===== src/rtl/lifo_fifo_buffer_if.sv =====
// Bus bundle for lifo_fifo_buffer: producer/consumer requests and buffer status.
// master: drives mode/clear/write/datain/read and observes status and read data.
// slave:  the buffer itself; almost_full exists only with LIFO_FIFO_BUFFER_WATERMARK_EN.
interface lifo_fifo_buffer_if #(
  parameter int DEPTH  = 6,
  parameter int DATA_W = 10
);
  localparam int CNT_W = $clog2(DEPTH + 1);

  logic              mode;
  logic              clear;
  logic              write;
  logic [DATA_W-1:0] datain;
  logic              read;
  logic [DATA_W-1:0] dataout;
  logic              val;
  logic              full;
  logic              empty;
  logic [CNT_W-1:0]  count;
  logic              mode_act;
  logic              overflow;
  logic              underflow;
`ifdef LIFO_FIFO_BUFFER_WATERMARK_EN
  logic              almost_full;
`endif

  modport master (
    output mode, clear, write, datain, read,
    input  dataout, val, full, empty, count, mode_act, overflow, underflow
`ifdef LIFO_FIFO_BUFFER_WATERMARK_EN
    , input almost_full
`endif
  );

  modport slave (
    input  mode, clear, write, datain, read,
    output dataout, val, full, empty, count, mode_act, overflow, underflow
`ifdef LIFO_FIFO_BUFFER_WATERMARK_EN
    , output almost_full
`endif
  );
endinterface


===== src/rtl/lifo_fifo_buffer.sv =====
// Purpose: DEPTH-entry scratch buffer, runtime-selectable LIFO/FIFO order over one memory.
// Latency: read data and val registered, one cycle after the accepted read.
// Backpressure: none; writes when full are dropped (overflow), reads when empty flag underflow.
// Ports: clock, reset (async active-low), bus (lifo_fifo_buffer_if.slave): mode, clear,
//   write, datain, read in; dataout, val, full, empty, count, mode_act, overflow, underflow out.
// Optional: define LIFO_FIFO_BUFFER_WATERMARK_EN for parameter AFULL_LVL and output almost_full.
module lifo_fifo_buffer #(
  parameter int DEPTH  = 6,
  parameter int DATA_W = 10
`ifdef LIFO_FIFO_BUFFER_WATERMARK_EN
  , parameter int AFULL_LVL = DEPTH - 1
`endif
) (
  input  logic                  clock,
  input  logic                  reset,
  lifo_fifo_buffer_if.slave     bus
);
  localparam int CNT_W = $clog2(DEPTH + 1);
  localparam int PTR_W = $clog2(DEPTH);
  localparam logic [PTR_W-1:0] LAST_IDX = PTR_W'(DEPTH - 1);

  logic [DATA_W-1:0] mem [DEPTH];

  logic [CNT_W-1:0]  count_q, count_d;
  logic [PTR_W-1:0]  wr_ptr_q, wr_ptr_d;
  logic [PTR_W-1:0]  rd_ptr_q, rd_ptr_d;
  logic [DATA_W-1:0] dataout_q, dataout_d;
  logic              val_q, val_d;
  logic              mode_act_q, mode_act_d;
  logic              overflow_q, overflow_d;
  logic              underflow_q, underflow_d;

  logic              mem_we;
  logic [PTR_W-1:0]  mem_waddr;
  logic              is_full, is_empty;
  logic [PTR_W-1:0]  push_idx, top_idx, wr_ptr_nxt, rd_ptr_nxt;

  assign is_full  = (count_q == CNT_W'(DEPTH));
  assign is_empty = (count_q == '0);

  // Stack top: push lands at mem[count], pop/replace uses mem[count-1].
  // Truncation is safe: push_idx is only used when not full, top_idx only when not empty.
  assign push_idx = PTR_W'(count_q);
  assign top_idx  = PTR_W'(count_q - CNT_W'(1));

  // Queue pointers wrap explicitly so DEPTH need not be a power of two.
  assign wr_ptr_nxt = (wr_ptr_q == LAST_IDX) ? '0 : wr_ptr_q + PTR_W'(1);
  assign rd_ptr_nxt = (rd_ptr_q == LAST_IDX) ? '0 : rd_ptr_q + PTR_W'(1);

  always_comb begin
    count_d     = count_q;
    wr_ptr_d    = wr_ptr_q;
    rd_ptr_d    = rd_ptr_q;
    dataout_d   = dataout_q;
    val_d       = 1'b0;
    mode_act_d  = mode_act_q;
    overflow_d  = overflow_q;
    underflow_d = underflow_q;
    mem_we      = 1'b0;
    mem_waddr   = wr_ptr_q;

    if (bus.clear) begin
      count_d     = '0;
      wr_ptr_d    = '0;
      rd_ptr_d    = '0;
      overflow_d  = 1'b0;
      underflow_d = 1'b0;
      mode_act_d  = bus.mode;
    end else begin
      // Order may only change while the buffer is empty and quiet, so
      // stored entries are never reinterpreted under the other order.
      if (is_empty && !bus.read && !bus.write) begin
        mode_act_d = bus.mode;
      end

      if (bus.write && bus.read) begin
        val_d = 1'b1;
        if (is_empty) begin
          dataout_d = bus.datain;   // pass-through, nothing stored
        end else if (mode_act_q) begin
          dataout_d = mem[top_idx];
          mem_we    = 1'b1;
          mem_waddr = top_idx;
        end else begin
          // Also legal when full: the read frees the slot the write consumes.
          dataout_d = mem[rd_ptr_q];
          mem_we    = 1'b1;
          mem_waddr = wr_ptr_q;
          wr_ptr_d  = wr_ptr_nxt;
          rd_ptr_d  = rd_ptr_nxt;
        end
      end else if (bus.write) begin
        if (is_full) begin
          overflow_d = 1'b1;
        end else begin
          mem_we    = 1'b1;
          mem_waddr = mode_act_q ? push_idx : wr_ptr_q;
          count_d   = count_q + CNT_W'(1);
          if (!mode_act_q) wr_ptr_d = wr_ptr_nxt;
        end
      end else if (bus.read) begin
        if (is_empty) begin
          underflow_d = 1'b1;
        end else begin
          dataout_d = mode_act_q ? mem[top_idx] : mem[rd_ptr_q];
          val_d     = 1'b1;
          count_d   = count_q - CNT_W'(1);
          if (!mode_act_q) rd_ptr_d = rd_ptr_nxt;
        end
      end
    end
  end

  always_ff @(posedge clock or negedge reset) begin
    if (!reset) begin
      count_q     <= '0;
      wr_ptr_q    <= '0;
      rd_ptr_q    <= '0;
      dataout_q   <= '0;
      val_q       <= 1'b0;
      mode_act_q  <= 1'b0;
      overflow_q  <= 1'b0;
      underflow_q <= 1'b0;
    end else begin
      count_q     <= count_d;
      wr_ptr_q    <= wr_ptr_d;
      rd_ptr_q    <= rd_ptr_d;
      dataout_q   <= dataout_d;
      val_q       <= val_d;
      mode_act_q  <= mode_act_d;
      overflow_q  <= overflow_d;
      underflow_q <= underflow_d;
    end
  end

  // Storage array carries no reset; contents are meaningless once count is 0.
  always_ff @(posedge clock) begin
    if (mem_we) mem[mem_waddr] <= bus.datain;
  end

  assign bus.dataout   = dataout_q;
  assign bus.val       = val_q;
  assign bus.full      = is_full;
  assign bus.empty     = is_empty;
  assign bus.count     = count_q;
  assign bus.mode_act  = mode_act_q;
  assign bus.overflow  = overflow_q;
  assign bus.underflow = underflow_q;
`ifdef LIFO_FIFO_BUFFER_WATERMARK_EN
  assign bus.almost_full = (count_q >= CNT_W'(AFULL_LVL));
`endif
endmodule

===== src/flat_wrapper.sv =====
// flat-port wrapper written by rule: the top's interface ports become plain ports
module lifo_fifo_buffer_flat 
#(
  parameter int DEPTH  = 6,
  parameter int DATA_W = 10

)
  (clock, reset, bus_mode, bus_clear, bus_write, bus_datain, bus_read, bus_dataout, bus_val, bus_full, bus_empty, bus_count, bus_mode_act, bus_overflow, bus_underflow);
  lifo_fifo_buffer_if #(.DEPTH(DEPTH), .DATA_W(DATA_W)) bus_i ();
  input  logic clock;
  input  logic reset;
  input wire logic [$bits(bus_i.mode)-1:0] bus_mode;
  input wire logic [$bits(bus_i.clear)-1:0] bus_clear;
  input wire logic [$bits(bus_i.write)-1:0] bus_write;
  input wire logic [$bits(bus_i.datain)-1:0] bus_datain;
  input wire logic [$bits(bus_i.read)-1:0] bus_read;
  output wire logic [$bits(bus_i.dataout)-1:0] bus_dataout;
  output wire logic [$bits(bus_i.val)-1:0] bus_val;
  output wire logic [$bits(bus_i.full)-1:0] bus_full;
  output wire logic [$bits(bus_i.empty)-1:0] bus_empty;
  output wire logic [$bits(bus_i.count)-1:0] bus_count;
  output wire logic [$bits(bus_i.mode_act)-1:0] bus_mode_act;
  output wire logic [$bits(bus_i.overflow)-1:0] bus_overflow;
  output wire logic [$bits(bus_i.underflow)-1:0] bus_underflow;
  assign bus_i.mode = bus_mode;
  assign bus_i.clear = bus_clear;
  assign bus_i.write = bus_write;
  assign bus_i.datain = bus_datain;
  assign bus_i.read = bus_read;
  assign bus_dataout = bus_i.dataout;
  assign bus_val = bus_i.val;
  assign bus_full = bus_i.full;
  assign bus_empty = bus_i.empty;
  assign bus_count = bus_i.count;
  assign bus_mode_act = bus_i.mode_act;
  assign bus_overflow = bus_i.overflow;
  assign bus_underflow = bus_i.underflow;
  lifo_fifo_buffer #(.DEPTH(DEPTH), .DATA_W(DATA_W)) u_core (.clock(clock), .reset(reset), .bus(bus_i));
endmodule

===== config.mk =====
export PLATFORM = sky130hd
export DESIGN_NAME = lifo_fifo_buffer_flat
export DESIGN_NICKNAME = d
export VERILOG_FILES = /design/src/rtl/lifo_fifo_buffer_if.sv /design/src/rtl/lifo_fifo_buffer.sv /design/src/flat_wrapper.sv
export SDC_FILE = /design/constraint.sdc
export NUM_CORES = 1
export LEC_CHECK = 0
export ABC_AREA = 1
export BUFFER_PORTS_ARGS = -buffer_cell sky130_fd_sc_hd__buf_2
export CAP_MARGIN = 20
export CORE_MARGIN = 3
export CORE_UTILIZATION = 35
export CTS_BUF_LIST = sky130_fd_sc_hd__clkbuf_2
export DETAILED_ROUTE_END_ITERATION = 8
export GPL_TIMING_DRIVEN = 0
export HOLD_SLACK_MARGIN = 0.05
export PLACE_DENSITY_LB_ADDON = 0.2
export SLEW_MARGIN = 10
export SYNTH_ARGS = -nofsm -noshare
export SYNTH_HDL_FRONTEND = slang
export SYNTH_SLANG_ARGS = --single-unit

===== constraint.sdc =====
create_clock -name clock -period 3.2 [get_ports clock]
set_input_delay 0.32 -clock clock [delete_from_list [all_inputs] [get_ports clock]]
set_output_delay 0.32 -clock clock [all_outputs]
set_load 0.02 [all_outputs]

==> Implementation_results.wiki, run 1 <==
{| class="wikitable"
! Metric !! Value
|-
| Top-Level Pins || 35
|-
| Global-route met1 utilization || 0.229
|-
| Clock tree from TritonCTS || yes
|-
| Final global-route overflow total || 0
|-
| Least-Margin Pin Slew || 0.681 ns
|-
| Number of antenna violations at the first check in global routing || 0
|-
| Final period util || 0.902
|-
| Wire length of the first global-routing pass || 19500 µm
|-
| Pwr per Cell Area || 551 mW/mm²
|-
| FF+latch count, synth || 83
|-
| Endpoint required time on the critical path || 3.45 ns
|-
| Worst-path clk slew || 0.25 ns
|-
| Slew HR || 0.545
|-
| Floorplan die height || 118 µm
|-
| Clock buffers created by TritonCTS || 9
|-
| Vias || 3827
|-
| Number of levels in the clock H-tree || 3
|-
| Fillers || 1229
|-
| Width of the die || 118 µm
|-
| Synthesis-to-finish area growth || 14.7%
|-
| Maximum buffer depth of the clock tree || 2
|-
| Seq. cell area || 0.00238 mm²
|-
| R2r setup slk || 0.31 ns
|-
| Global route hottest layer || met2
|-
| Worst skew pair latency || 0.57 ns
|-
| Mean post-synth cell area || 8.05 µm²
|-
| Combined area of all synthesized cells || 0.00438 mm²
|-
| Clk Tree Root Cell || sky130_fd_sc_hd__clkbuf_2
|-
| RSZ-0062 raised after global routing || no
|-
| Global-route track usage on met3 || 0.0360
|-
| Number of nets produced by synthesis || 564
|-
| Placed wire-length estimate after detailed placement || 8640 µm
|-
| Hold slack || 0.155 ns
|-
| Yosys cell types || 26
|-
| Run status || completed
|-
| Overall routing resource usage || 0.180
|-
| Kind of critical path || flip-flop to flip-flop
|-
| Remaining design rule violation count || 0
|-
| M2 GR Usage || 0.301
|-
| ANT cells || 0
|-
| Proportion of synthesized chip area in sequential cells || 0.543
|-
| Post-route core utilization || 0.415
|-
| Cells after synthesis || 544
|-
| Final net count || 623
|-
| Hold Violations, Final || 0
|-
| Post-layout power || 2.77 mW
|-
| Kind of start point of the critical path || flip-flop
|-
| Final weighted congestion in routability-driven placement || 0.895
|-
| Via density per instance || 4.93
|-
| Shortest clock period the worst path allows after layout || 2.89 ns
|-
| Clock skew || 0.0346 ns
|-
| Setup bufs post-CTS || 0
|-
| Count of buffers inserted at the top-level ports || 32
|-
| Leakage || 2.23 nW
|-
| Critical Path Fanout Max || 12
|-
| DRT Wirelength || 12400 µm
|-
| Non-filler instance count after layout || 776
|-
| Type of the tightest min-delay check || primary input to flip-flop
|-
| Starting utilization of the core area || 0.362
|-
| Core area || 0.0121 mm²
|-
| Post-placement cell count || 744
|-
| Clock sink count || 83
|-
| Pin count of the biggest net entering global routing || 24
|-
| Rows || 40
|-
| Violation count after the first detailed-routing iteration || 354
|-
| Achievable clock frequency || 0.346 GHz
|-
| Router iterations before antenna repair || 5
|-
| Number of global-route vias before repair || 3736
|-
| DIE AREA || 0.0139 mm²
|-
| Count of warnings emitted by yosys || 0
|-
| Number of routed nets with antenna violations || 0
|-
| Final Max Slew Viols || 0
|-
| Average wire per cell in the routed design || 16.0 µm
|-
| Endpoints failing setup || 0
|-
| Worst supply voltage drop on vdd || 0.255 mV
|-
| CP Capture Type || flip-flop
|-
| Proportion of layout cells with a drive suffix above 1 || 0.140
|-
| Footprint of the multi-input gates || 0.00168 mm²
|-
| Max_cap viols || 0
|-
| Arrival time of the worst setup path || 3.14 ns
|}
[stage by stage]
stage | cell area, µm² | setup slack (ns) | setup TNS, ns
3_3_place_gp | 4750 | -0.00459 | -0.0491
3_5_place_dp | 4750 | 0.0111 | 0
4_1_cts | 4980 | -0.00640 | -0.0314
5_1_grt | 5030 | 0.0821 | 0
6_report | 5030 | 0.312 | 0
2_1_floorplan | 4380 | 0.605 | 0
[cell usage after synthesis]
cell type	count	area, µm²
sky130_fd_sc_hd__nand2_1	166	623
sky130_fd_sc_hd__nor2_1	69	259
sky130_fd_sc_hd__edfxtp_1	60	1800
sky130_fd_sc_hd__nand3_1	51	255
sky130_fd_sc_hd__inv_1	48	180
sky130_fd_sc_hd__a21oi_1	36	180
sky130_fd_sc_hd__o21ai_0	35	175
sky130_fd_sc_hd__dfrtp_1	23	576
sky130_fd_sc_hd__buf_2	14	70.1
sky130_fd_sc_hd__clkbuf_1	6	22.5
sky130_fd_sc_hd__inv_2	6	22.5
sky130_fd_sc_hd__ha_1	4	50.1
sky130_fd_sc_hd__nand2_2	4	25.0
sky130_fd_sc_hd__o21ai_1	4	20.0
sky130_fd_sc_hd__buf_4	3	22.5
sky130_fd_sc_hd__clkinv_1	3	11.3
sky130_fd_sc_hd__nor2_2	2	12.5
sky130_fd_sc_hd__o211ai_1	2	15.0
sky130_fd_sc_hd__a31oi_1	1	6.26
sky130_fd_sc_hd__a32o_1	1	10.0
sky130_fd_sc_hd__buf_1	1	3.75
sky130_fd_sc_hd__nor2_4	1	11.3
sky130_fd_sc_hd__nor3_1	1	5.00
sky130_fd_sc_hd__o21ai_2	1	8.76
sky130_fd_sc_hd__o22ai_1	1	6.26
sky130_fd_sc_hd__xnor2_1	1	8.76
[cells by family after synthesis]
| group | count (synthesis) | share of synthesized area |
|---|---|---|
| DFF | 83 | 0.543 |
| and+or+nand+nor | 294 | 0.272 |
| AOI/OAI and AO/OA | 81 | 0.0962 |
| xor gates and xnor gates | 1 | 0.00200 |
| adders and majority gates | 4 | 0.0114 |
| buffers and inverters | 81 | 0.0760 |
[timing repair]
item / in CTS / in global routing
setup endpoints to repair: 9 / 41
hold buffers: 13 / 1
hold endpoints to repair: 85 / 1
resized for setup: 0 / 5
[routing by layer]
metal / wire, µm / vias to the layer above
met2: 5940 / 141
li1: - / 1880
met5: 0 / -
met1: 5490 / 1783
met4: 335 / 0
met3: 614 / 23
[path summary, 6_finish.rpt]
path | from | to | cells after the start
max | u_core.bus.count[0] | u_core.mem[5][1] | 11
min | bus_write | u_core.bus.overflow | 3
max reg2reg | u_core.bus.count[0] | u_core.mem[5][1] | 11
min reg2reg | u_core.bus.dataout[9] | u_core.bus.dataout[9] | 2
max in group asynchronous | reset | u_core.rd_ptr_q[2] | 2
min in group asynchronous | reset | u_core.bus.dataout[8] | 2
[placed cells by master, fill, tap and decap left out]
cell / netlist / layout
sky130_fd_sc_hd__o21ai_0: 35 / 35
sky130_fd_sc_hd__a31oi_1: 1 / 1
sky130_fd_sc_hd__xnor2_1: 1 / 1
sky130_fd_sc_hd__dlygate4sd3_1: 0 / 14
sky130_fd_sc_hd__nor2_1: 69 / 64
sky130_fd_sc_hd__inv_6: 0 / 3
sky130_fd_sc_hd__inv_2: 6 / 6
sky130_fd_sc_hd__inv_8: 0 / 1
sky130_fd_sc_hd__o21ai_2: 1 / 1
sky130_fd_sc_hd__nor2_4: 1 / 1
sky130_fd_sc_hd__clkinv_4: 0 / 1
sky130_fd_sc_hd__nand3_1: 51 / 51
sky130_fd_sc_hd__clkbuf_1: 6 / 6
sky130_fd_sc_hd__o22ai_1: 1 / 1
sky130_fd_sc_hd__a32o_1: 1 / 1
sky130_fd_sc_hd__buf_6: 0 / 1
sky130_fd_sc_hd__buf_1: 1 / 1
sky130_fd_sc_hd__nand2_2: 4 / 4
sky130_fd_sc_hd__o211ai_1: 2 / 2
sky130_fd_sc_hd__clkinv_1: 3 / 4
sky130_fd_sc_hd__clkinvlp_4: 0 / 1
sky130_fd_sc_hd__edfxtp_1: 60 / 60
sky130_fd_sc_hd__clkbuf_2: 0 / 9
sky130_fd_sc_hd__a21oi_1: 36 / 36
sky130_fd_sc_hd__nor3_1: 1 / 1
sky130_fd_sc_hd__dfrtp_1: 23 / 23
sky130_fd_sc_hd__buf_2: 14 / 46
sky130_fd_sc_hd__buf_4: 3 / 4
sky130_fd_sc_hd__o21ai_1: 4 / 4
sky130_fd_sc_hd__ha_1: 4 / 4
sky130_fd_sc_hd__nand2_1: 166 / 166
sky130_fd_sc_hd__inv_1: 48 / 48
sky130_fd_sc_hd__nor2_2: 2 / 7
[sequential cells by signal, indices dropped and copies added, names as in the netlist]
signal / flops
u_core.mem: 60
u_core.bus.dataout: 10
u_core.bus.count: 3
u_core.rd_ptr_q: 3
u_core.wr_ptr_q: 3
u_core.bus.mode_act: 1
u_core.bus.overflow: 1
u_core.bus.underflow: 1
u_core.bus.val: 1
[critical path: stages (launching register included)]
cell	delay [ns]
sky130_fd_sc_hd__dfrtp_1	0.44
sky130_fd_sc_hd__buf_2	0.18
sky130_fd_sc_hd__inv_1	0.11
sky130_fd_sc_hd__buf_2	0.23
sky130_fd_sc_hd__ha_1	0.35
sky130_fd_sc_hd__buf_2	0.26
sky130_fd_sc_hd__nand2_1	0.08
sky130_fd_sc_hd__nand3_1	0.09
sky130_fd_sc_hd__nand2_1	0.05
sky130_fd_sc_hd__nor2_1	0.13
sky130_fd_sc_hd__nand2_1	0.12
sky130_fd_sc_hd__nor2_2	0.54
[power breakdown]
group / total, mW / internal [mW] / switching [mW]
clock network: 0.519 / 0.116 / 0.403
logic: 0.944 / 0.290 / 0.654
registers: 1.30 / 1.25 / 0.0543
total: 2.77 / 1.66 / 1.11
[final cells by class]
cell class / count / area share
Tap cell: 168 / 0.0418
Buffer: 24 / 0.0236
Clock buffer: 9 / 0.00896
Sequential cell: 83 / 0.473
Timing Repair Buffer: 48 / 0.0635
Clock inverter: 7 / 0.0115
Inverter: 57 / 0.0426
Multi-Input combinational cell: 380 / 0.335
Note: power is estimated with default switching activity, not from simulation.
==> inputs of run 2 (changes only) <==
--- a/config.mk
+++ b/config.mk
@@ -6,12 +6,12 @@
 export NUM_CORES = 1
 export LEC_CHECK = 0
 export ABC_AREA = 1
-export BUFFER_PORTS_ARGS = -buffer_cell sky130_fd_sc_hd__buf_2
 export CAP_MARGIN = 20
 export CORE_MARGIN = 3
 export CORE_UTILIZATION = 35
 export CTS_BUF_LIST = sky130_fd_sc_hd__clkbuf_2
 export DETAILED_ROUTE_END_ITERATION = 8
+export DONT_BUFFER_PORTS = 1
 export GPL_TIMING_DRIVEN = 0
 export HOLD_SLACK_MARGIN = 0.05
 export PLACE_DENSITY_LB_ADDON = 0.2
==> Implementation_results.wiki, run 2 (synthesis gave the netlist of run 1 again) <==
{| class="wikitable"
! Metric !! Value
|-
| Worst skew pair latency || 0.58 ns (was 0.57 ns)
|-
| Most common cell after layout, fill and taps aside || sky130_fd_sc_hd__nand2_1 (unchanged)
|-
| Post-placement cell count || 712 (was 744)
|-
| Leakage || 2.10 nW (was 2.23 nW)
|-
| Type of the tightest min-delay check || primary input to flip-flop (unchanged)
|-
| Wire length of the first global-routing pass || 20400 µm (was 19500 µm)
|-
| Register containing the most flip-flops in the final layout || u_core.mem (unchanged)
|-
| DRT Wirelength || 13000 µm (was 12400 µm)
|-
| Final global-route overflow total || 0 (unchanged)
|-
| Violation count after the first detailed-routing iteration || 384 (was 354)
|-
| Reg2reg path depth || 11 (unchanged)
|-
| Arrival time of the worst setup path || 3.36 ns (was 3.14 ns)
|-
| Clock sink count || 83 (unchanged)
|-
| Count of buffers inserted at the top-level ports || 0 (was 32)
|-
| Floorplan die height || 118 µm (unchanged)
|-
| Number of routed nets with antenna violations || 0 (unchanged)
|-
| Clk Tree Root Cell || sky130_fd_sc_hd__clkbuf_2 (unchanged)
|-
| Final weighted congestion in routability-driven placement || 0.892 (was 0.895)
|-
| Sw power || 1.12 mW (was 1.11 mW)
|-
| Clock skew || 0.0357 ns (was 0.0346 ns)
|-
| Maximum buffer depth of the clock tree || 2 (unchanged)
|-
| Proportion of layout cells with a drive suffix above 1 || 0.0938 (was 0.140)
|-
| R2r setup slk || 0.08 ns (was 0.31 ns)
|-
| Clock buffers created by TritonCTS || 9 (unchanged)
|-
| Placed wire-length estimate after detailed placement || 8760 µm (was 8640 µm)
|-
| Final Max Slew Viols || 0 (unchanged)
|-
| Max_cap viols || 0 (unchanged)
|-
| ANT cells || 0 (unchanged)
|-
| Shortest clock period the worst path allows after layout || 3.12 ns (was 2.89 ns)
|-
| Hold slack || 0.0574 ns (was 0.155 ns)
|-
| Hold Path Stages || 2 (was 3)
|-
| Endpoint required time on the critical path || 3.44 ns (was 3.45 ns)
|-
| Worst-path clk slew || 0.23 ns (was 0.25 ns)
|-
| Number of levels in the clock H-tree || 3 (unchanged)
|-
| Remaining design rule violation count || 0 (unchanged)
|-
| Hold wc startpoint || bus_read (was bus_write)
|-
| Number of antenna violations at the first check in global routing || 0 (unchanged)
|-
| Int Power || 1.61 mW (was 1.66 mW)
|-
| Width of the die || 118 µm (unchanged)
|-
| Starting utilization of the core area || 0.362 (unchanged)
|-
| Via density per instance || 5.17 (was 4.93)
|-
| CP top delay family || simple AND/OR/NAND/NOR gates (unchanged)
|-
| Setup bufs post-CTS || 0 (unchanged)
|-
| Overall routing resource usage || 0.187 (was 0.180)
|-
| Sequence of cells on the critical path || buf_2 > inv_1 > buf_2 > ha_1 > nand2_1 > nand2_2 > nor2_4 > nand2_1 > o211ai_1 > nand3_1 > nor2_2 (was buf_2 > inv_1 > buf_2 > ha_1 > buf_2 > nand2_1 > nand3_1 > nand2_1 > nor2_1 > nand2_1 > nor2_2)
|-
| Least-Margin Pin Slew || 0.695 ns (was 0.681 ns)
|-
| End of the worst register-to-register path || u_core.mem[1][8] (was u_core.mem[5][1])
|-
| Setup tns final || 0 ns (unchanged)
|-
| Startpoint of the worst register-to-register path || u_core.bus.count[0] (unchanged)
|-
| Combinational cell fraction of total power || 0.301 (was 0.341)
|-
| Clock tree from TritonCTS || yes (unchanged)
|-
| Critical Path Fanout Max || 12 (unchanged)
|-
| Final period util || 0.976 (was 0.902)
|-
| Core area || 0.0121 mm² (unchanged)
|-
| Kind of start point of the critical path || flip-flop (unchanged)
|-
| Hold Violations, Final || 0 (unchanged)
|-
| Non-filler instance count after layout || 744 (was 776)
|-
| Kind of critical path || flip-flop to flip-flop (unchanged)
|-
| Worst supply voltage drop on vdd || 0.272 mV (was 0.255 mV)
|-
| Power share of the clock group || 0.191 (was 0.187)
|-
| Run status || completed (unchanged)
|-
| Slowest Stage Delay on Critical Path || 0.63 ns (was 0.54 ns)
|-
| Achievable clock frequency || 0.320 GHz (was 0.346 GHz)
|-
| Router iterations before antenna repair || 7 (was 5)
|-
| Pin count of the biggest net entering global routing || 24 (unchanged)
|-
| Leading cell types in the layout, fill and taps excluded || sky130_fd_sc_hd__nand2_1 (166), sky130_fd_sc_hd__nor2_1 (63), sky130_fd_sc_hd__edfxtp_1 (60), sky130_fd_sc_hd__nand3_1 (51), sky130_fd_sc_hd__inv_1 (48) (was sky130_fd_sc_hd__nand2_1 (166), sky130_fd_sc_hd__nor2_1 (64), sky130_fd_sc_hd__edfxtp_1 (60), sky130_fd_sc_hd__nand3_1 (51), sky130_fd_sc_hd__inv_1 (48))
|-
| Sequential share of power || 0.508 (was 0.472)
|-
| Synthesis-to-finish area growth || 11.7% (was 14.7%)
|-
| Vias || 3845 (was 3827)
|-
| Cell type of the slowest stage on the worst timing path || sky130_fd_sc_hd__nor2_2 (unchanged)
|-
| Final net count || 591 (was 623)
|-
| RSZ-0062 raised after global routing || yes (was no)
|-
| DIE AREA || 0.0139 mm² (unchanged)
|-
| Endpoints failing setup || 0 (unchanged)
|-
| Switch share || 0.411 (was 0.401)
|-
| Largest register FFs || 60 (unchanged)
|-
| Top-Level Pins || 35 (unchanged)
|-
| Slew HR || 0.537 (was 0.545)
|-
| Destination of the worst hold path || u_core.bus.mode_act (was u_core.bus.overflow)
|-
| Number of global-route vias before repair || 3790 (was 3736)
|-
| Bufs and invs on worst path || 3 (was 4)
|-
| CP Capture Type || flip-flop (unchanged)
|-
| Rows || 40 (unchanged)
|-
| Pwr per Cell Area || 559 mW/mm² (was 551 mW/mm²)
|-
| Average wire per cell in the routed design || 17.4 µm (was 16.0 µm)
|}
run 2: cell count changes in the layout (fill, tap and decap cells not counted):
cell / delta
sky130_fd_sc_hd__buf_12: +1
sky130_fd_sc_hd__nor2_4: +3
sky130_fd_sc_hd__nor2_2: -2
sky130_fd_sc_hd__buf_4: -1
sky130_fd_sc_hd__dlygate4sd3_1: +1
sky130_fd_sc_hd__clkinv_4: -1
sky130_fd_sc_hd__buf_2: -32
sky130_fd_sc_hd__clkinv_2: +2
sky130_fd_sc_hd__buf_6: -1
sky130_fd_sc_hd__nor2_1: -1
sky130_fd_sc_hd__clkinv_1: -1
run 2: worst register-to-register path, stage by stage (launching register included):
cell and delay [ns]:
sky130_fd_sc_hd__dfrtp_1 0.56, sky130_fd_sc_hd__buf_2 0.22, sky130_fd_sc_hd__inv_1 0.11, sky130_fd_sc_hd__buf_2 0.24
sky130_fd_sc_hd__ha_1 0.23, sky130_fd_sc_hd__nand2_1 0.09, sky130_fd_sc_hd__nand2_2 0.09, sky130_fd_sc_hd__nor2_4 0.15
sky130_fd_sc_hd__nand2_1 0.07, sky130_fd_sc_hd__o211ai_1 0.13, sky130_fd_sc_hd__nand3_1 0.27, sky130_fd_sc_hd__nor2_2 0.63
run 2: layout make-up:
type                            instances  area (µm²)
Fill cell                            1279        7220
Sequential cell                        83        2380
Multi-Input combinational cell        380        1700
Timing Repair Buffer                   16         170
Clock buffer                            9        45.0
Inverter                               57         214
Buffer                                 24         119
Tap cell                              168         210
Clock inverter                          7        55.1
run 2: worst max-delay path by stage:
stage                        start                to  slack, ns  cells past startpoint
2_1_floorplan  u_core.bus.count[0]  u_core.mem[1][0]       0.61                     11
3_3_place_gp   u_core.bus.count[0]  u_core.mem[1][5]      -0.19                     11
3_5_place_dp   u_core.bus.count[0]  u_core.mem[1][5]      -0.16                     11
4_1_cts        u_core.bus.count[0]  u_core.mem[2][8]      0.007                     10
5_1_grt        u_core.bus.count[0]  u_core.mem[1][8]      -0.14                     11
6_report       u_core.bus.count[0]  u_core.mem[1][8]       0.08                     11
run 2: power groups by stage:
stage | Combinational, mW | Sequential [mW] | Clock (mW)
final | 0.823 | 1.39 | 0.521
after global routing | 0.916 | 1.40 | 0.579
after CTS | 0.805 | 1.39 | 0.529
after detailed placement | 0.760 | 1.41 | 0
after global placement | 0.742 | 1.41 | 0
after floorplan | 0.542 | 1.39 | 0
run 2: layer usage:
metal,part of all wire,global-route usage,vias to the layer above
li1,-,-,1821
met1,0.41,0.228,1794
met2,0.49,0.314,200
met3,0.076,0.0476,30
met4,0.028,0.0813,0
met5,0,0,-
run 2: per-stage QoR:
stage | power [mW] | worst slack (ns) | cell area, µm² | util
after floorplan | 1.93 | 0.605 | 4380 | -
after global placement | 2.16 | -0.191 | 4590 | 0.379
after detailed placement | 2.17 | -0.158 | 4590 | 0.379
after CTS | 2.73 | 0.00654 | 4870 | 0.402
after global routing | 2.90 | -0.136 | 4890 | 0.404
final | 2.73 | 0.0782 | 4890 | 0.404
run 2: timing repair:
item / in CTS / in global routing
cloned: 0 / 0
hold buffers: 16 / 0
endpoints found under the setup margin: 50 / 60
resized for setup: 5 / 4
endpoints found under the hold margin: 96 / 0
==> inputs of run 3 (changes only) <==
--- a/config.mk
+++ b/config.mk
@@ -15,7 +15,8 @@
 export GPL_TIMING_DRIVEN = 0
 export HOLD_SLACK_MARGIN = 0.05
 export PLACE_DENSITY_LB_ADDON = 0.2
-export SLEW_MARGIN = 10
+export REMOVE_ABC_BUFFERS = 1
+export SLEW_MARGIN = 20
 export SYNTH_ARGS = -nofsm -noshare
 export SYNTH_HDL_FRONTEND = slang
 export SYNTH_SLANG_ARGS = --single-unit
==> Implementation_results.wiki, run 3 (synthesis gave the netlist of run 1 again) <==
{| class="wikitable"
! Metric !! Value
|-
| Final global-route overflow total || 0 (unchanged)
|-
| Cell type of the slowest stage on the worst timing path || sky130_fd_sc_hd__dfrtp_2 (was sky130_fd_sc_hd__nor2_2)
|-
| Hold slack || 0.107 ns (was 0.0574 ns)
|-
| Switch share || 0.384 (was 0.411)
|-
| Leading cell types in the layout, fill and taps excluded || sky130_fd_sc_hd__nand2_1 (165), sky130_fd_sc_hd__nor2_1 (62), sky130_fd_sc_hd__edfxtp_1 (60), sky130_fd_sc_hd__nand3_1 (51), sky130_fd_sc_hd__inv_1 (47) (was sky130_fd_sc_hd__nand2_1 (166), sky130_fd_sc_hd__nor2_1 (63), sky130_fd_sc_hd__edfxtp_1 (60), sky130_fd_sc_hd__nand3_1 (51), sky130_fd_sc_hd__inv_1 (48))
|-
| Worst supply voltage drop on vdd || 0.402 mV (was 0.272 mV)
|-
| Most common cell after layout, fill and taps aside || sky130_fd_sc_hd__nand2_1 (unchanged)
|-
| Kind of critical path || flip-flop to flip-flop (unchanged)
|-
| Fillers || 1245 (was 1279)
|-
| Startpoint of the worst register-to-register path || u_core.bus.count[0] (unchanged)
|-
| Wire length of the first global-routing pass || 19000 µm (was 20400 µm)
|-
| Power share of the clock group || 0.204 (was 0.191)
|-
| Sequence of cells on the critical path || buf_12 > clkinvlp_4 > ha_1 > nand2_1 > nand2_4 > nand3_1 > o21ai_0 > nor2_1 > nand2_1 > nor2_4 (was buf_2 > inv_1 > buf_2 > ha_1 > nand2_1 > nand2_2 > nor2_4 > nand2_1 > o211ai_1 > nand3_1 > nor2_2)
|-
| Kind of start point of the critical path || flip-flop (unchanged)
|-
| Count of buffers inserted at the top-level ports || 0 (unchanged)
|-
| Endpoints failing setup || 0 (unchanged)
|-
| Final Worst Setup Slack || 0.329 ns (was 0.0782 ns)
|-
| CP Capture Type || flip-flop (unchanged)
|-
| Final Max Slew Viols || 0 (unchanged)
|-
| Sequential share of power || 0.518 (was 0.508)
|-
| Router iterations before antenna repair || 6 (was 7)
|-
| Largest register FFs || 60 (unchanged)
|-
| Leakage || 2.09 nW (was 2.10 nW)
|-
| Clock skew || 0.0251 ns (was 0.0357 ns)
|-
| Post-route core utilization || 0.411 (was 0.404)
|-
| Final period util || 0.897 (was 0.976)
|-
| Least-Margin Pin Slew || 0.884 ns (was 0.695 ns)
|-
| Non-filler instance count after layout || 731 (was 744)
|-
| Rows || 40 (unchanged)
|-
| Top-Level Pins || 35 (unchanged)
|-
| Pin count of the biggest net entering global routing || 41 (was 24)
|-
| ANT cells || 0 (unchanged)
|-
| Hold Violations, Final || 0 (unchanged)
|-
| Vias || 3706 (was 3845)
|-
| Average wire per cell in the routed design || 16.8 µm (was 17.4 µm)
|-
| Arrival time of the worst setup path || 3.09 ns (was 3.36 ns)
|-
| Number of antenna violations at the first check in global routing || 0 (unchanged)
|-
| Run status || completed (unchanged)
|-
| Int Power || 1.69 mW (was 1.61 mW)
|-
| Post-Place Setup Slack || -1.08 ns (was -0.158 ns)
|-
| Final weighted congestion in routability-driven placement || 0.806 (was 0.892)
|-
| Critical Path Fanout Max || 40 (was 12)
|-
| Number of routed nets with antenna violations || 0 (unchanged)
|-
| DRT Wirelength || 12200 µm (was 13000 µm)
|-
| Most common cell type on the critical path || sky130_fd_sc_hd__nand2_1
|-
| Setup tns final || 0 ns (unchanged)
|-
| Core area || 0.0121 mm² (unchanged)
|-
| Placed wire-length estimate after detailed placement || 7110 µm (was 8760 µm)
|-
| Clock sink count || 83 (unchanged)
|-
| Overall routing resource usage || 0.177 (was 0.187)
|-
| Remaining design rule violation count || 0 (unchanged)
|-
| RSZ-0062 raised after global routing || no (was yes)
|-
| Clock buffers created by TritonCTS || 9 (unchanged)
|-
| Achievable clock frequency || 0.348 GHz (was 0.320 GHz)
|-
| Proportion of layout cells with a drive suffix above 1 || 0.0888 (was 0.0938)
|-
| Width of the die || 118 µm (unchanged)
|-
| Floorplan die height || 118 µm (unchanged)
|-
| Shortest clock period the worst path allows after layout || 2.87 ns (was 3.12 ns)
|-
| Clock tree from TritonCTS || yes (unchanged)
|-
| Slowest Stage Delay on Critical Path || 0.60 ns (was 0.63 ns)
|-
| Sw power || 1.05 mW (was 1.12 mW)
|-
| Area post-placement || 0.00451 mm² (was 0.00459 mm²)
|-
| Number of global-route vias before repair || 3487 (was 3790)
|-
| Worst-path clk slew || 0.21 ns (was 0.23 ns)
|-
| Synthesis-to-finish area growth || 13.5% (was 11.7%)
|-
| Number of levels in the clock H-tree || 3 (unchanged)
|-
| Post-placement cell count || 689 (was 712)
|-
| Endpoint required time on the critical path || 3.42 ns (was 3.44 ns)
|-
| Layout Cell Area excl Fill || 0.00497 mm² (was 0.00489 mm²)
|-
| Slew HR || 0.410 (was 0.537)
|-
| Post-layout power || 2.74 mW (was 2.73 mW)
|-
| Clk Tree Root Cell || sky130_fd_sc_hd__clkbuf_2 (unchanged)
|-
| CP startpoint || u_core.bus.count[0] (unchanged)
|-
| Final net count || 578 (was 591)
|-
| Type of the tightest min-delay check || primary input to flip-flop (unchanged)
|-
| DIE AREA || 0.0139 mm² (unchanged)
|-
| Via density per instance || 5.07 (was 5.17)
|-
| Violation count after the first detailed-routing iteration || 319 (was 384)
|-
| Combinational cell fraction of total power || 0.278 (was 0.301)
|-
| Maximum buffer depth of the clock tree || 2 (unchanged)
|-
| Hold wc startpoint || bus_read (unchanged)
|-
| Pwr per Cell Area || 551 mW/mm² (was 559 mW/mm²)
|-
| Starting utilization of the core area || 0.362 (unchanged)
|-
| Register containing the most flip-flops in the final layout || u_core.mem (unchanged)
|-
| Worst skew pair latency || 0.56 ns (was 0.58 ns)
|-
| Max_cap viols || 0 (unchanged)
|}
[run 3: what timing repair did]
item                                    4_1_cts  5_1_grt
endpoints found under the hold margin       100        0
pin swaps                                     1        2
setup buffers                                 1        5
hold buffers                                 19        0
cloned                                        1        0
gates resized for setup                      12        1
endpoints found under the setup margin       65       60
[run 3: layer usage]
layer / wire (µm) / vias to the layer above / global-route usage
met4: 214 / 0 / 0.0593
met3: 966 / 23 / 0.0428
met1: 5470 / 1720 / 0.236
met5: 0 / - / 0
met2: 5590 / 166 / 0.284
li1: - / 1797 / -
[run 3: worst paths after layout]
kind | to | slack [ns] | cells after the start
max in group asynchronous | u_core.rd_ptr_q[0] | 2.85 | 2
hold / removal | u_core.rd_ptr_q[0] | 0.11 | 4
min in group asynchronous | u_core.bus.dataout[4] | 0.16 | 2
setup reg to reg | u_core.mem[4][9] | 0.33 | 10
hold reg to reg | u_core.rd_ptr_q[2] | 0.56 | 2
setup / recovery | u_core.mem[4][9] | 0.33 | 10
[run 3: critical path, delay by kind of cell (launching register included)]
family	cells	cell delay (ns)
fa+ha+maj	1	0.24
compound gates	1	0.10
flops	1	0.60
buf+inv	2	0.46
simple gates	6	1.12
[run 3: layout make-up]
type,count,area (µm²),share of cell area
Multi-Input combinational cell,380,1740,0.351
Inverter,57,218,0.0438
Clock inverter,6,65.1,0.0131
Tap cell,168,210,0.0423
Sequential cell,83,2380,0.478
Timing Repair Buffer,26,303,0.0609
Clock buffer,10,50.0,0.0101
Timing Repair inverter,1,5.00,0.00101
[run 3: power groups by stage]
stage | registers (mW) | clock network (mW) | logic [mW]
floorplan | 1.42 | 0 | 0.478
global placement | 1.46 | 0 | 0.643
detailed placement | 1.44 | 0 | 0.675
CTS | 1.42 | 0.577 | 0.747
global route | 1.43 | 0.631 | 0.869
finish | 1.42 | 0.559 | 0.763
